[config.mk]
export PLATFORM = sky130hd
export DESIGN_NAME = alu_sched_flat
export DESIGN_NICKNAME = d
export VERILOG_FILES = /design/src/rtl/alu_sched_pkg.sv /design/src/rtl/alu_sched_if.sv /design/src/rtl/alu_sched_rr_arbiter.sv /design/src/rtl/alu_sched.sv /design/src/flat_wrapper.sv
export SDC_FILE = /design/constraint.sdc
export NUM_CORES = 1
export LEC_CHECK = 0
export CORE_MARGIN = 3
export CORE_UTILIZATION = 49
export DETAILED_ROUTE_END_ITERATION = 16
export GPL_TIMING_DRIVEN = 1
export PLACE_DENSITY = 0.81
export SYNTH_ARGS = -nofsm -noshare
export SYNTH_HDL_FRONTEND = slang
export SYNTH_SLANG_ARGS = --single-unit
[constraint.sdc]
create_clock -name clk -period 4.5 [get_ports clk]
set_clock_uncertainty 0.2 [all_clocks]
set_input_delay 0.9 -clock clk [delete_from_list [all_inputs] [get_ports clk]]
set_output_delay 0.9 -clock clk [all_outputs]
set_load 0.01 [all_outputs]
[src/rtl/alu_sched_pkg.sv]
// Shared types for the alu scheduler: op encoding and
// the buffered op bundle.
package alu_sched_pkg;

   localparam int ALU_W = 8;

   typedef enum logic [1:0] {
      CTL_PASS = 2'd0,
      CTL_ADD  = 2'd1,
      CTL_SUB  = 2'd2,
      CTL_XOR  = 2'd3
   } alu_ctl_e;

   typedef struct packed {
      alu_ctl_e         ctl;
      logic [ALU_W-1:0] a;
      logic [ALU_W-1:0] b;
      logic             ci;
   } alu_op_t;

endpackage

[src/rtl/alu_sched_if.sv]
// Requester, response and alu-side signals of the scheduler.
// slave is the scheduler view, master the environment view.
interface alu_sched_if #(
   parameter int NREQ  = 4,
   parameter int CNT_W = 16
);
   import alu_sched_pkg::*;

   logic [NREQ-1:0]       req_push;
   logic [NREQ-1:0]       req_stop;
   logic [2*NREQ-1:0]     req_ctl;
   logic [ALU_W*NREQ-1:0] req_a;
   logic [ALU_W*NREQ-1:0] req_b;
   logic [NREQ-1:0]       req_ci;

   logic [NREQ-1:0]       rsp_push;
   logic [NREQ-1:0]       rsp_stop;
   logic [ALU_W-1:0]      rsp_z;
   logic                  rsp_cout;

   logic                  alu_pushin;
   logic                  alu_stopout;
   logic [1:0]            alu_ctl;
   logic [ALU_W-1:0]      alu_a;
   logic [ALU_W-1:0]      alu_b;
   logic                  alu_ci;
   logic                  alu_pushout;
   logic [ALU_W-1:0]      alu_z;
   logic                  alu_cout;
   logic                  alu_stopin;

   logic [CNT_W*NREQ-1:0] cnt;

   modport slave (
      input  req_push, req_ctl, req_a, req_b, req_ci,
      input  rsp_stop,
      input  alu_stopout, alu_pushout, alu_z, alu_cout,
      output req_stop, rsp_push, rsp_z, rsp_cout,
      output alu_pushin, alu_ctl, alu_a, alu_b, alu_ci,
      output alu_stopin, cnt
   );

   modport master (
      output req_push, req_ctl, req_a, req_b, req_ci,
      output rsp_stop,
      output alu_stopout, alu_pushout, alu_z, alu_cout,
      input  req_stop, rsp_push, rsp_z, rsp_cout,
      input  alu_pushin, alu_ctl, alu_a, alu_b, alu_ci,
      input  alu_stopin, cnt
   );

endinterface

[src/rtl/alu_sched_rr_arbiter.sv]
// Round-robin picker: first requester at or above ptr,
// wrapping, when enabled.
module rr_arbiter #(
   parameter int N  = 4,
   parameter int IW = $clog2(N)
) (
   input  logic [N-1:0]  i_req,
   input  logic          i_en,
   input  logic [IW-1:0] i_ptr,
   output logic [N-1:0]  o_grant,
   output logic [IW-1:0] o_idx,
   output logic          o_vld
);

   logic [IW-1:0] w_j;
   logic          w_hit;

   always_comb begin
      o_grant = '0;
      o_idx   = '0;
      w_hit   = 1'b0;
      w_j     = '0;
      if (i_en) begin
         for (int k = 0; k < N; k++) begin
            w_j = IW'((int'(i_ptr) + k) % N);
            if (!w_hit && i_req[w_j]) begin
               w_hit      = 1'b1;
               o_grant[w_j] = 1'b1;
               o_idx      = w_j;
            end
         end
      end
      o_vld = w_hit;
   end

endmodule

[src/rtl/alu_sched.sv]
// Shares one pipelined alu between NREQ requesters with
// 1-entry buffers, round-robin issue and tagged returns.
module alu_sched
   import alu_sched_pkg::*;
#(
   parameter int NREQ  = 4,
   parameter int CNT_W = 16
) (
   input  logic       clk,
   input  logic       rst,
   alu_sched_if.slave bus
);

   localparam int IW = $clog2(NREQ);

   logic [NREQ-1:0]  r_vld;
   alu_op_t          r_buf [NREQ];
   logic [IW-1:0]    r_ptr;
   logic [IW-1:0]    r_tag;
   logic [CNT_W-1:0] r_cnt [NREQ];

   logic [NREQ-1:0]  w_grant;
   logic [NREQ-1:0]  w_rsp;
   logic [IW-1:0]    w_gidx;
   logic [IW-1:0]    w_nxt;
   logic             w_gvld;
   logic             w_en;
   alu_op_t          w_op;

   assign w_en = ~bus.alu_stopout;

   rr_arbiter #(.N(NREQ), .IW(IW)) u_arb (
      .i_req   (r_vld),
      .i_en    (w_en),
      .i_ptr   (r_ptr),
      .o_grant (w_grant),
      .o_idx   (w_gidx),
      .o_vld   (w_gvld)
   );

   always_comb begin
      w_op = '0;
      if (w_gvld) w_op = r_buf[w_gidx];
   end

   assign w_nxt = (w_gidx == IW'(NREQ-1)) ? '0
                : w_gidx + 1'b1;

   assign bus.req_stop   = r_vld;
   assign bus.alu_pushin = w_gvld;
   assign bus.alu_ctl    = w_op.ctl;
   assign bus.alu_a      = w_op.a;
   assign bus.alu_b      = w_op.b;
   assign bus.alu_ci     = w_op.ci;

   assign bus.rsp_z      = bus.alu_z;
   assign bus.rsp_cout   = bus.alu_cout;
   assign bus.rsp_push   = w_rsp;
   // A stalled owner backs up the alu, which in turn blocks all issue.
   assign bus.alu_stopin = bus.alu_pushout
                         & bus.rsp_stop[r_tag];

   for (genvar g = 0; g < NREQ; g++) begin : g_req
      assign w_rsp[g] = bus.alu_pushout
                      & (r_tag == IW'(g));
      assign bus.cnt[CNT_W*g +: CNT_W] = r_cnt[g];
   end

   always_ff @(posedge clk or negedge rst) begin
      if (!rst) begin
         r_vld <= '0;
         for (int i = 0; i < NREQ; i++) r_buf[i] <= '0;
      end else begin
         for (int i = 0; i < NREQ; i++) begin
            if (w_grant[i]) begin
               r_vld[i] <= 1'b0;
            end else if (bus.req_push[i] && !r_vld[i]) begin
               r_vld[i]     <= 1'b1;
               r_buf[i].ctl <= alu_ctl_e'(bus.req_ctl[2*i +: 2]);
               r_buf[i].a   <= bus.req_a[ALU_W*i +: ALU_W];
               r_buf[i].b   <= bus.req_b[ALU_W*i +: ALU_W];
               r_buf[i].ci  <= bus.req_ci[i];
            end
         end
      end
   end

   always_ff @(posedge clk or negedge rst) begin
      if (!rst) begin
         r_ptr <= '0;
         r_tag <= '0;
      end else begin
         if (w_gvld) r_ptr <= w_nxt;
         if (w_en)   r_tag <= w_gidx;
      end
   end

   always_ff @(posedge clk or negedge rst) begin
      if (!rst) begin
         for (int i = 0; i < NREQ; i++) r_cnt[i] <= '0;
      end else begin
         for (int i = 0; i < NREQ; i++) begin
            if (w_rsp[i] && !bus.rsp_stop[i])
               r_cnt[i] <= r_cnt[i] + 1'b1;
         end
      end
   end

endmodule

[src/flat_wrapper.sv]
// flat-port wrapper written by rule: the top's interface ports become plain ports
module alu_sched_flat import alu_sched_pkg::*;
#(
   parameter int NREQ  = 4,
   parameter int CNT_W = 16
)
  (clk, rst, bus_req_push, bus_req_ctl, bus_req_a, bus_req_b, bus_req_ci, bus_rsp_stop, bus_alu_stopout, bus_alu_pushout, bus_alu_z, bus_alu_cout, bus_req_stop, bus_rsp_push, bus_rsp_z, bus_rsp_cout, bus_alu_pushin, bus_alu_ctl, bus_alu_a, bus_alu_b, bus_alu_ci, bus_alu_stopin, bus_cnt);
  alu_sched_if #(.NREQ(NREQ), .CNT_W(CNT_W)) bus_i ();
  input  logic clk;
  input  logic rst;
  input wire logic [$bits(bus_i.req_push)-1:0] bus_req_push;
  input wire logic [$bits(bus_i.req_ctl)-1:0] bus_req_ctl;
  input wire logic [$bits(bus_i.req_a)-1:0] bus_req_a;
  input wire logic [$bits(bus_i.req_b)-1:0] bus_req_b;
  input wire logic [$bits(bus_i.req_ci)-1:0] bus_req_ci;
  input wire logic [$bits(bus_i.rsp_stop)-1:0] bus_rsp_stop;
  input wire logic [$bits(bus_i.alu_stopout)-1:0] bus_alu_stopout;
  input wire logic [$bits(bus_i.alu_pushout)-1:0] bus_alu_pushout;
  input wire logic [$bits(bus_i.alu_z)-1:0] bus_alu_z;
  input wire logic [$bits(bus_i.alu_cout)-1:0] bus_alu_cout;
  output wire logic [$bits(bus_i.req_stop)-1:0] bus_req_stop;
  output wire logic [$bits(bus_i.rsp_push)-1:0] bus_rsp_push;
  output wire logic [$bits(bus_i.rsp_z)-1:0] bus_rsp_z;
  output wire logic [$bits(bus_i.rsp_cout)-1:0] bus_rsp_cout;
  output wire logic [$bits(bus_i.alu_pushin)-1:0] bus_alu_pushin;
  output wire logic [$bits(bus_i.alu_ctl)-1:0] bus_alu_ctl;
  output wire logic [$bits(bus_i.alu_a)-1:0] bus_alu_a;
  output wire logic [$bits(bus_i.alu_b)-1:0] bus_alu_b;
  output wire logic [$bits(bus_i.alu_ci)-1:0] bus_alu_ci;
  output wire logic [$bits(bus_i.alu_stopin)-1:0] bus_alu_stopin;
  output wire logic [$bits(bus_i.cnt)-1:0] bus_cnt;
  assign bus_i.req_push = bus_req_push;
  assign bus_i.req_ctl = bus_req_ctl;
  assign bus_i.req_a = bus_req_a;
  assign bus_i.req_b = bus_req_b;
  assign bus_i.req_ci = bus_req_ci;
  assign bus_i.rsp_stop = bus_rsp_stop;
  assign bus_i.alu_stopout = bus_alu_stopout;
  assign bus_i.alu_pushout = bus_alu_pushout;
  assign bus_i.alu_z = bus_alu_z;
  assign bus_i.alu_cout = bus_alu_cout;
  assign bus_req_stop = bus_i.req_stop;
  assign bus_rsp_push = bus_i.rsp_push;
  assign bus_rsp_z = bus_i.rsp_z;
  assign bus_rsp_cout = bus_i.rsp_cout;
  assign bus_alu_pushin = bus_i.alu_pushin;
  assign bus_alu_ctl = bus_i.alu_ctl;
  assign bus_alu_a = bus_i.alu_a;
  assign bus_alu_b = bus_i.alu_b;
  assign bus_alu_ci = bus_i.alu_ci;
  assign bus_alu_stopin = bus_i.alu_stopin;
  assign bus_cnt = bus_i.cnt;
  alu_sched #(.NREQ(NREQ), .CNT_W(CNT_W)) u_core (.clk(clk), .rst(rst), .bus(bus_i));
endmodule
==> run_results.csv, run 1 <==
group,metric,value,unit
yosys,syn_area_per_cell,13.2,µm²
critical_path,slowest_stage,"mux4_2",
global_routing,grt_pass1_vias,5504,
final_layout,n_antenna_cell,0,
drt,viasPerCell,5.47,
timing,setup_viol,0,
timing,post-route-period-util,0.977,
run,max_cap_violations,0,
final_layout,nets,849,
pwr,power.leakage,4.50,nW
place,io_buffers,180,
global_routing,grt_max_degree,113,
yosys,synth_area,7160,µm²
clocking,hold_buffers,0,
timing,finalWorstSetupSlack,0.105,ns
timing,timing.fmax,228,MHz
clocking,clk_latency,0.43,ns
final_layout,drive_above_1_share,0.215,
critical_path,cp-endpoint,"bus_alu_b[5]",
clocking,clk_pin_slew,0.06,ns
yosys,ys_ff_latch,148,
critical_path,startpoint,"u_core.r_ptr[1]",
global_routing,gr-total-overflow,0,
floorplanning,die-area,16100,µm²
clocking,cts_tree,"built",
yosys,yosysMostFrequentCell,"dfrtp_1",
critical_path,cp_top_family,"buffers and inverters",
drt,drt_iter0_markers,339,
floorplanning,die_y,127,µm
final_layout,stdcell_count,933,
global_routing,antenna_found_initial,0,
yosys,ys.flop_type,"dfrtp_1",
drt,dr.pass1.iters,4,
yosys,yosys.area.top_type,"dfrtp_1",
critical_path,r2r_end,"u_core.r_buf[23]",
yosys,synth_top_cell_area_share,0.517,
yosys,ys_warn_count,0,
critical_path,worst-path-max-fanout,10,
timing,hold_violations,0,
drt,vias,5100,
critical_path,setup.worst_path.class,"reg -> out",
drt,drcViolationCount,0,
global_routing,grt_pass1_wl,28.8,mm
critical_path,cpPeakStageDelay,0.58,ns
outcome,status,"completed",
timing,hold_ws,0.270,ns
critical_path,r2r_cells,8,
drt,drtAntennaViolNets,0,
global_routing,grtUsageTotal,0.230,
final_layout,fill_cells,968,
floorplanning,core_area,14100,µm²
critical_path,crit_buf_inv,6,
drt,wl,18.0,mm
yosys,synth_edf_count,0,
yosys,synth_cell_types,47,
clocking,htreeDepth,4,
floorplanning,initial_core_util,0.508,
yosys,seq_area_frac_synth,0.517,
clocking,cts_sinks,148,
pwr,finalPower,6.65,mW
timing,min_period,4.40,ns
pwr,ir_drop,0.000486,V
drt,avgRoutedWirePerCell,19.3,µm
timing,slew_headroom,0.320,
floorplanning,die_w,127,µm
timing,drv_slew,0,
clocking,cts_made_buffers,17,
place,dp_worst_setup_slack,0.0548,ns
critical_path,startpoint_type,"flip-flop",
critical_path,required,3.40,ns
worst_hold_path,worst_hold_path_type,"reg -> reg",
floorplanning,core.rowCount,43,
critical_path,path_cells,"inv_2 -> ha_4 -> mux4_2 -> buf_4 -> a21oi_2 -> o32ai_4 -> buf_4 -> buf_6 -> buf_16 -> mux2i_4 -> o22ai_1 -> dlygate4sd2_1",
critical_path,r2r-start,"u_core.r_ptr[1]",
critical_path,critPathCaptureType,"output port",
timing,rsz0062_at_grt,"no",
place,gp_congestion,0.851,
critical_path,cp.arrival,3.30,ns
clocking,clock_path_buffers,2,
yosys,syn_inst,544,
place,place_inst,889,
floorplanning,io_pins,199,
critical_path,worst-r2r-setup-slack,1.21,ns
yosys,synth_nets,653,
critical_path,crit_top_cell,"buf_4",
critical_path,cp.depth,12,
clocking,clockRootBuffer,"clkbuf_16",
yosys,synthTopCellsByArea,"dfrtp_1, mux2_4, mux2_2",
yosys,ys_async_sr_fraction,1.00,
timing,worst_slew_pin_slew,1.02,ns
pwr,powerDensity,671,nW/µm²
place,dpl.hpwl,12.4,mm
final_layout,areaGrowthSynthToFinish,38.4,%
yosys,synthTopCellsByCount,"dfrtp_1, xnor2_1, mux2_2, mux2_4, mux2i_1",
## power by group
group / internal (mW) / leakage [nW] / switching [mW]
registers: 1.79 / 1.86 / 0.402
clock network: 0.842 / 0.300 / 0.619
logic: 1.72 / 2.34 / 1.28
total: 4.35 / 4.50 / 2.30
## how the worst min path moves through the flow
stage | start | to | slack [ns] | depth (start not counted)
after detailed placement | u_core.bus.cnt[47] | u_core.bus.cnt[47] | 0.27 | 1
after CTS | u_core.bus.cnt[31] | u_core.bus.cnt[31] | 0.28 | 1
after floorplan | u_core.r_buf[19] | u_core.r_buf[19] | 0.28 | 1
after global placement | u_core.bus.cnt[47] | u_core.bus.cnt[47] | 0.26 | 1
final | u_core.bus.cnt[31] | u_core.bus.cnt[31] | 0.27 | 1
after global routing | u_core.bus.cnt[31] | u_core.bus.cnt[31] | 0.29 | 1
## area by class of cell
| cell class | instances | area [µm²] | share of cell area |
|---|---|---|---|
| clock buffers | 17 | 425 | 0.0429 |
| clock inverters | 15 | 181 | 0.0183 |
| inverters | 7 | 26.3 | 0.00265 |
| multi-input cells | 360 | 3280 | 0.331 |
| flip-flops and latches | 148 | 3700 | 0.374 |
| well taps | 180 | 225 | 0.0227 |
| repair buffers | 206 | 2060 | 0.208 |
## timing repair
action,CTS,global route
setup endpoints to repair,19,19
pin swaps,1,1
buffers inserted,6,3
gates cloned,2,1
resized for setup,24,14
hold endpoints to repair,0,0
## layer usage
metal	vias to the layer above	share of wire	track usage
met5	-	0	0
met4	0	0.016	0.0927
met3	29	0.083	0.0758
met2	198	0.49	0.376
met1	2535	0.41	0.282
li1	2338	-	-
## registers in the layout, indices dropped and copies added (netlist names)
| name | count |
|---|---|
| u_core.r_ptr | 2 |
| u_core.r_tag | 2 |
| u_core.r_buf | 76 |
| u_core.bus.cnt | 64 |
| u_core.bus.req_stop | 4 |
## through the flow
stage | utilization | TNS, ns | instance area, µm²
floorplan | - | 0 | 7160
global placement | 0.646 | 0 | 9110
detailed placement | 0.646 | 0 | 9110
CTS | 0.697 | -0.395 | 9820
global route | 0.703 | 0 | 9910
finish | 0.703 | 0 | 9910
## layout by cell type, fill, tap and decap left out, drive strengths merged, types with 3 or more instances in the layout
| cell type | instances |
|---|---|
| mux4 | 5 |
| nor2 | 18 |
| and3 | 14 |
| buf | 26 |
| clkinv | 4 |
| nand4 | 6 |
| o21a | 4 |
| and2 | 4 |
| clkbuf | 19 |
| xor2 | 19 |
| mux2 | 81 |
| ha | 12 |
| dfrtp | 148 |
| o22ai | 19 |
| a32oi | 4 |
| and4 | 4 |
| dlygate4sd2 | 15 |
| dlymetal6s2s | 3 |
| or2b | 4 |
| nand3b | 3 |
| a221o | 4 |
| xnor2 | 42 |
| nand3 | 25 |
| nand2 | 31 |
| inv | 16 |
| mux2i | 40 |
| clkdlybuf4s50 | 160 |
## logic make-up (layout without fill, tap and decap cells)
family	Yosys count	in the layout	synth area share
flip-flops	148	148	0.517
multiplexers	126	126	0.221
AND/OR/NAND/NOR	121	121	0.0918
XOR/XNOR	61	61	0.0746
AO/OA/AOI/OAI	40	40	0.0418
buffers and inverters	36	245	0.0330
adder cells (fa/ha/maj)	12	12	0.0210
(Power assumes the default switching activity.)
==> run 2: changes to the inputs <==
--- a/config.mk
+++ b/config.mk
@@ -9,6 +9,7 @@
 export CORE_UTILIZATION = 49
 export DETAILED_ROUTE_END_ITERATION = 16
 export GPL_TIMING_DRIVEN = 1
+export HOLD_SLACK_MARGIN = 0.05
 export PLACE_DENSITY = 0.81
 export SYNTH_ARGS = -nofsm -noshare
 export SYNTH_HDL_FRONTEND = slang
==> results of run 2 <==
Same layout as run 1: the final DEF is identical, and so are final timing and power.
